==> config.mk <==
export PLATFORM = sky130hd
export DESIGN_NAME = dac_spi_tx
export DESIGN_NICKNAME = d
export VERILOG_FILES = /design/src/rtl/dac_spi_pkg.sv /design/src/rtl/spi_clk_div.sv /design/src/rtl/dac_spi_tx.sv
export SDC_FILE = /design/constraint.sdc
export NUM_CORES = 1
export LEC_CHECK = 0
export CORE_ASPECT_RATIO = 1.1
export CORE_MARGIN = 2
export CORE_UTILIZATION = 45
export DETAILED_ROUTE_END_ITERATION = 8
export GPL_ROUTABILITY_DRIVEN = 1
export GPL_TIMING_DRIVEN = 0
export HOLD_SLACK_MARGIN = 0.06
export PLACE_DENSITY = 0.77
export SLEW_MARGIN = 20
export SYNTH_ARGS = -nofsm -noshare
export SYNTH_HDL_FRONTEND = slang
export SYNTH_SLANG_ARGS = --single-unit
==> constraint.sdc <==
create_clock -name sysclk -period 4.25 [get_ports sysclk]
set_input_delay 0.425 -clock sysclk [delete_from_list [all_inputs] [get_ports sysclk]]
set_output_delay 0.425 -clock sysclk [all_outputs]
set_load 0.005 [all_outputs]
==> src/rtl/dac_spi_pkg.sv <==
// Shared definitions for the MCP4911-class DAC SPI transmitter.
// Latency: n/a (types, constants and a frame-building helper only).
// Backpressure: n/a.
package dac_spi_pkg;

    localparam int FRAME_BITS   = 16;
    localparam int SCK_EDGES    = 2 * FRAME_BITS;

    // Frame field positions, MSB first on the wire.
    localparam int BIT_WR       = 15;
    localparam int BIT_BUF      = 14;
    localparam int BIT_GA       = 13;
    localparam int BIT_SHDN     = 12;
    localparam int BIT_DATA_MSB = 11;
    localparam int BIT_DATA_LSB = 2;

    typedef enum logic [1:0] {
        ST_IDLE,
        ST_SHIFT,
        ST_HOLD,
        ST_LDAC
    } state_e;

    // Write command to DAC A: config bits on top, sample left-justified, two pad zeros.
    function automatic logic [FRAME_BITS-1:0] build_frame(
        input logic       buf_en,
        input logic       ga_n,
        input logic       shdn_n,
        input logic [9:0] sample
    );
        logic [FRAME_BITS-1:0] f;
        f                                = '0;
        f[BIT_WR]                        = 1'b0;
        f[BIT_BUF]                       = buf_en;
        f[BIT_GA]                        = ga_n;
        f[BIT_SHDN]                      = shdn_n;
        f[BIT_DATA_MSB:BIT_DATA_LSB]     = sample;
        return f;
    endfunction

endpackage

==> src/rtl/spi_clk_div.sv <==
// Half-period tick generator: tick_o pulses once every DIV cycles.
// Latency: first tick DIV cycles after a clear; tick is combinational from the count.
// Backpressure: none; free-running except for synchronous clear.
module spi_clk_div #(
    parameter int unsigned DIV = 25
) (
    input  logic clk_i,
    input  logic rst_i,
    input  logic clr_i,
    output logic tick_o
);

    localparam int unsigned   CW   = (DIV > 1) ? $clog2(DIV) : 1;
    localparam logic [CW-1:0] LAST = CW'(DIV - 1);

    logic [CW-1:0] cnt_q;
    logic [CW-1:0] cnt_d;

    // Count 0..DIV-1 and wrap; a clear restarts the half-period so a frame starts phase-aligned.
    always_comb begin
        cnt_d = cnt_q + 1'b1;
        if (clr_i || (cnt_q == LAST)) begin
            cnt_d = '0;
        end
    end

    // Counter register with synchronous reset.
    always_ff @(posedge clk_i) begin
        if (rst_i) begin
            cnt_q <= '0;
        end else begin
            cnt_q <= cnt_d;
        end
    end

    assign tick_o = (cnt_q == LAST);

endmodule

==> src/rtl/dac_spi_tx.sv <==
// SPI mode-0 transmitter for a 10-bit DAC; optional LDAC strobe when DAC_LDAC_EN is defined.
// Latency: cs_n falls on the load edge; frame is 33*CLK_DIV cycles (+CLK_DIV for the LDAC pulse).
// Backpressure: load is ignored (not queued) while busy is high.
module dac_spi_tx #(
    parameter int unsigned CLK_DIV = 25,
    parameter logic        GA_N    = 1'b1,
    parameter logic        BUF     = 1'b0,
    parameter logic        SHDN_N  = 1'b1
) (
    input  logic       sysclk,
    input  logic       reset,
    input  logic [9:0] data_in,
    input  logic       load,
    output logic       busy,
    output logic       dac_cs_n,
    output logic       dac_sck,
    output logic       dac_sdi,
    output logic       dac_ld_n
);
    import dac_spi_pkg::*;

    localparam logic [4:0] LAST_EDGE = 5'(SCK_EDGES - 1);

    state_e                state_q, state_d;
    logic [FRAME_BITS-1:0] shift_q, shift_d;
    logic [4:0]            edge_q, edge_d;   // SCK edge count; edge_q[4:1] is the bit index
    logic                  cs_n_q, cs_n_d;
    logic                  sck_q, sck_d;
    logic                  sdi_q, sdi_d;
    logic                  busy_q, busy_d;
`ifdef DAC_LDAC_EN
    logic                  ld_n_q, ld_n_d;
`endif
    logic [FRAME_BITS-1:0] frame;
    logic                  div_clr;
    logic                  tick;

    assign frame = build_frame(BUF, GA_N, SHDN_N, data_in);

    spi_clk_div #(
        .DIV(CLK_DIV)
    ) u_clk_div (
        .clk_i  (sysclk),
        .rst_i  (reset),
        .clr_i  (div_clr),
        .tick_o (tick)
    );

    // Next-state and output decode; every SCK/CS/LDAC change happens on a half-period tick.
    always_comb begin
        state_d = state_q;
        shift_d = shift_q;
        edge_d  = edge_q;
        cs_n_d  = cs_n_q;
        sck_d   = sck_q;
        sdi_d   = sdi_q;
        busy_d  = busy_q;
`ifdef DAC_LDAC_EN
        ld_n_d  = ld_n_q;
`endif
        div_clr = 1'b0;
        case (state_q)
            ST_IDLE: begin
                if (load) begin
                    // First bit goes out with cs_n so it is settled a full half-period before SCK rises.
                    sdi_d   = frame[FRAME_BITS-1];
                    shift_d = {frame[FRAME_BITS-2:0], 1'b0};
                    cs_n_d  = 1'b0;
                    busy_d  = 1'b1;
                    edge_d  = '0;
                    div_clr = 1'b1;
                    state_d = ST_SHIFT;
                end
            end
            ST_SHIFT: begin
                if (tick) begin
                    sck_d  = ~sck_q;
                    edge_d = edge_q + 1'b1;
                    // Data moves only as SCK falls; the last fall shifts in a trailing zero.
                    if (sck_q) begin
                        sdi_d   = shift_q[FRAME_BITS-1];
                        shift_d = {shift_q[FRAME_BITS-2:0], 1'b0};
                    end
                    if (edge_q == LAST_EDGE) begin
                        state_d = ST_HOLD;
                    end
                end
            end
            ST_HOLD: begin
                if (tick) begin
                    cs_n_d  = 1'b1;
`ifdef DAC_LDAC_EN
                    ld_n_d  = 1'b0;
                    state_d = ST_LDAC;
`else
                    // Without LDAC the DAC latches on cs_n rising, so the frame ends here.
                    busy_d  = 1'b0;
                    state_d = ST_IDLE;
`endif
                end
            end
            ST_LDAC: begin
`ifdef DAC_LDAC_EN
                if (tick) begin
                    ld_n_d  = 1'b1;
                    busy_d  = 1'b0;
                    state_d = ST_IDLE;
                end
`else
                state_d = ST_IDLE;
`endif
            end
            default: state_d = ST_IDLE;
        endcase
    end

    // State and pin registers; reset abandons any frame in flight immediately.
    always_ff @(posedge sysclk) begin
        if (reset) begin
            state_q <= ST_IDLE;
            shift_q <= '0;
            edge_q  <= '0;
            cs_n_q  <= 1'b1;
            sck_q   <= 1'b0;
            sdi_q   <= 1'b0;
            busy_q  <= 1'b0;
`ifdef DAC_LDAC_EN
            ld_n_q  <= 1'b1;
`endif
        end else begin
            state_q <= state_d;
            shift_q <= shift_d;
            edge_q  <= edge_d;
            cs_n_q  <= cs_n_d;
            sck_q   <= sck_d;
            sdi_q   <= sdi_d;
            busy_q  <= busy_d;
`ifdef DAC_LDAC_EN
            ld_n_q  <= ld_n_d;
`endif
        end
    end

    assign busy     = busy_q;
    assign dac_cs_n = cs_n_q;
    assign dac_sck  = sck_q;
    assign dac_sdi  = sdi_q;
`ifdef DAC_LDAC_EN
    assign dac_ld_n = ld_n_q;
`else
    assign dac_ld_n = 1'b0;
`endif

endmodule

==> impl_metrics.csv <==
group,metric,value,unit
clock_network,h-tree-depth,2,
setup_path,path_cells,"clkdlybuf4s50_1",
clock_network,cts.sinks,29,
final_layout,stdcell_count,218,
setup_path,path_class,"register to output pin",
synthesis,ys_seq_area_frac,0.409,
detailed_routing,drtPass1Iterations,4,
global_route,grt_pass1_vias,1297,
floorplanning,fp.dieH,62.9,um
clock_network,clk_pin_slew,0.09,ns
detailed_routing,drc,0,
detailed_routing,drt-total-wl,3.42,mm
synthesis,synth_edf_count,0,
clock_network,clockBufferDepth,2,
synthesis,netlist_area,1420,um^2
synthesis,synthTopCellsByCount,"dfxtp_1, nand2_1, a21oi_1",
clock_network,holdBufCountCts,0,
synthesis,synth_xor_area_frac,0.0123,
power,report.power.total,0.546,mW
clock_network,cts_buffers,5,
setup_path,slowest_stage,"clkdlybuf4s50_1",
power,power_leakage,0.632,nW
floorplanning,core,3020,um^2
worst_hold_path,hold_path_class,"register to register",
timing,finalHoldViolations,0,
setup_path,end_kind,"output pin",
detailed_routing,drt_iter0_drc,55,
placement,placed_cells,211,
setup_path,crit_family,"buffers and inverters",
detailed_routing,ant_nets,0,
final_layout,layout-drive-gt1-share,0.114,
final_layout,final_util,0.555,
final_layout,n_antenna_cell,0,
floorplanning,rows,21,
detailed_routing,avgRoutedWirePerCell,15.7,um
synthesis,synth.area.mux_share,0.0141,
placement,gp_congestion,0.793,
final_layout,area_delta_synth_final,18.2,%
timing,setup_viol,0,
final_layout,final_area,1680,um^2
placement,hpwl,2.40,mm
run_status,status,"completed",
synthesis,yosysWarnings,0,
synthesis,syn_area_per_cell,8.81,um^2
setup_path,startpoint_type,"register",
clock_network,cts_tree,"built",
final_layout,nets,201,
timing,finalMaxSlewViolations,0,
synthesis,synth_cell_types,41,
synthesis,synth_flop_cell,"dfxtp_1",
timing,max_freq,589,MHz
floorplanning,die_area,3620,um^2
floorplanning,start_util,0.470,
synthesis,synth_compound_area_frac,0.234,
setup_path,worstPathMaxFanout,5,
timing,timing.final.ws_setup,2.55,ns
synthesis,synth_top_area_frac,0.409,
detailed_routing,vias_per_cell,6.09,
timing,finalCritPeriodShare,0.400,
timing,hold_ws,0.484,ns
synthesis,async_reset_ff_frac,0,
timing,clock_skew,0.0138,ns
synthesis,syn_inst,161,
synthesis,synth_seq_cells,29,
synthesis,netlist_top_cells_area,"dfxtp_1, a311oi_1, nand2_1",
placement,portBuffers,16,
global_route,grt_pass1_wl,5.74,mm
global_route,grt_overflow,0,
setup_path,critPathRequiredTime,3.83,ns
clock_network,cts_resized,0,
synthesis,syn_nets,178,
timing,min_period,1.70,ns
global_route,grt_antenna_before_repair,0,
global_route,grt_max_degree,11,
synthesis,synthSimpleGateAreaFrac,0.227,
timing,finalSetupTns,0,ns
setup_path,arrival,1.27,ns
synthesis,synth_fa_ha_area_frac,0.0353,
floorplanning,io_pins,18,
clock_network,clock-root-buffer,"clkbuf_4",
floorplanning,die_w,57.5,um
setup_path,slowest_delay,0.53,ns
clock_network,cts_setup_buffers,0,
placement,pre_cts_slack,2.36,ns
flow_run,drv_cap,0,
detailed_routing,vias,1328,
synthesis,synth_most_common_cell,"dfxtp_1",
power,power_density,326,nW/um^2
synthesis,yosysTopAreaCell,"dfxtp_1",
placement,place_area,1620,um^2
global_route,grt_usage,0.205,
timing,rsz0062_at_grt,"no",
synthesis,synth_top_family_by_area,"compound AO/OA/AOI/OAI gates",
clock_network,worstSkewPairLatency,0.33,ns
power,ir_drop,0.235,mV
setup_path,path_buf_inv,1,
metal layers:
| metal | vias up | global-route usage | wire [um] |
|---|---|---|---|
| met2 | 39 | 0.341 | 1710 |
| met4 | 0 | 0.108 | 60 |
| met5 | - | 0 | 0 |
| li1 | 640 | - | - |
| met1 | 642 | 0.231 | 1460 |
| met3 | 7 | 0.0621 | 195 |
worst register-to-register path, stage by stage (launching register included):
cell      delay, ns
dfxtp_1        0.38
inv_1          0.06
ha_1           0.25
and4b_1        0.23
buf_2          0.19
a211oi_1       0.27
a311oi_1       0.09
flip-flops by register name (all words and copies together) (netlist names):
name / cells
dac_sck: 1
dac_cs_n: 1
dac_sdi: 1
state_q: 2
shift_q: 13
edge_q: 5
u_clk_div.cnt_q: 5
busy: 1
path summary, 6_finish.rpt:
path	start	end	slack, ns	cells past startpoint
max	dac_sck	dac_sck	2.55	1
min	shift_q[13]	shift_q[14]	0.48	2
max reg2reg	u_clk_div.cnt_q[0]	shift_q[9]	2.67	6
min reg2reg	shift_q[13]	shift_q[14]	0.48	2
layout by cell type, fill, tap and decap left out, types with 2 or more instances in the layout:
| cell type | netlist | layout |
|---|---|---|
| a21o_1 | 2 | 2 |
| a21oi_1 | 13 | 13 |
| or4_1 | 2 | 2 |
| clkbuf_4 | 0 | 5 |
| o21ai_0 | 5 | 5 |
| a211oi_1 | 9 | 9 |
| nor3_1 | 3 | 3 |
| inv_1 | 5 | 5 |
| nand2b_1 | 5 | 5 |
| a311oi_1 | 9 | 9 |
| or3_1 | 2 | 2 |
| nand2_1 | 20 | 20 |
| ha_1 | 4 | 4 |
| o22ai_1 | 2 | 2 |
| mux2i_1 | 2 | 2 |
| o211ai_1 | 4 | 4 |
| nand3_1 | 9 | 9 |
| buf_2 | 9 | 9 |
| clkbuf_1 | 3 | 4 |
| dfxtp_1 | 29 | 29 |
| nand3b_1 | 2 | 2 |
| and3b_1 | 2 | 2 |
| clkdlybuf4s50_1 | 0 | 16 |
report_power, final:
part / switching (mW) / internal [mW]
registers: 0.00856 / 0.286
clock network: 0.0924 / 0.0779
logic: 0.0419 / 0.0387
logic make-up (layout without fill, tap and decap cells):
logic type / after synthesis / after routing
flip-flops: 29 / 29
AND/OR/NAND/NOR: 55 / 55
XOR/XNOR: 2 / 2
buffers and inverters: 19 / 42
other: 1 / 1
AO/OA/AOI/OAI: 49 / 49
multiplexers: 2 / 2
adder cells (fa/ha/maj): 4 / 4
layout make-up:
cell class | instances | area [um^2]
buffer | 14 | 75.1
clock buffer | 7 | 55.1
fill | 298 | 1350
inverter | 5 | 18.8
multi-input combinational | 113 | 744
sequential | 29 | 581
tap | 34 | 42.5
timing repair buffer | 16 | 160
(Power assumes the default switching activity.)
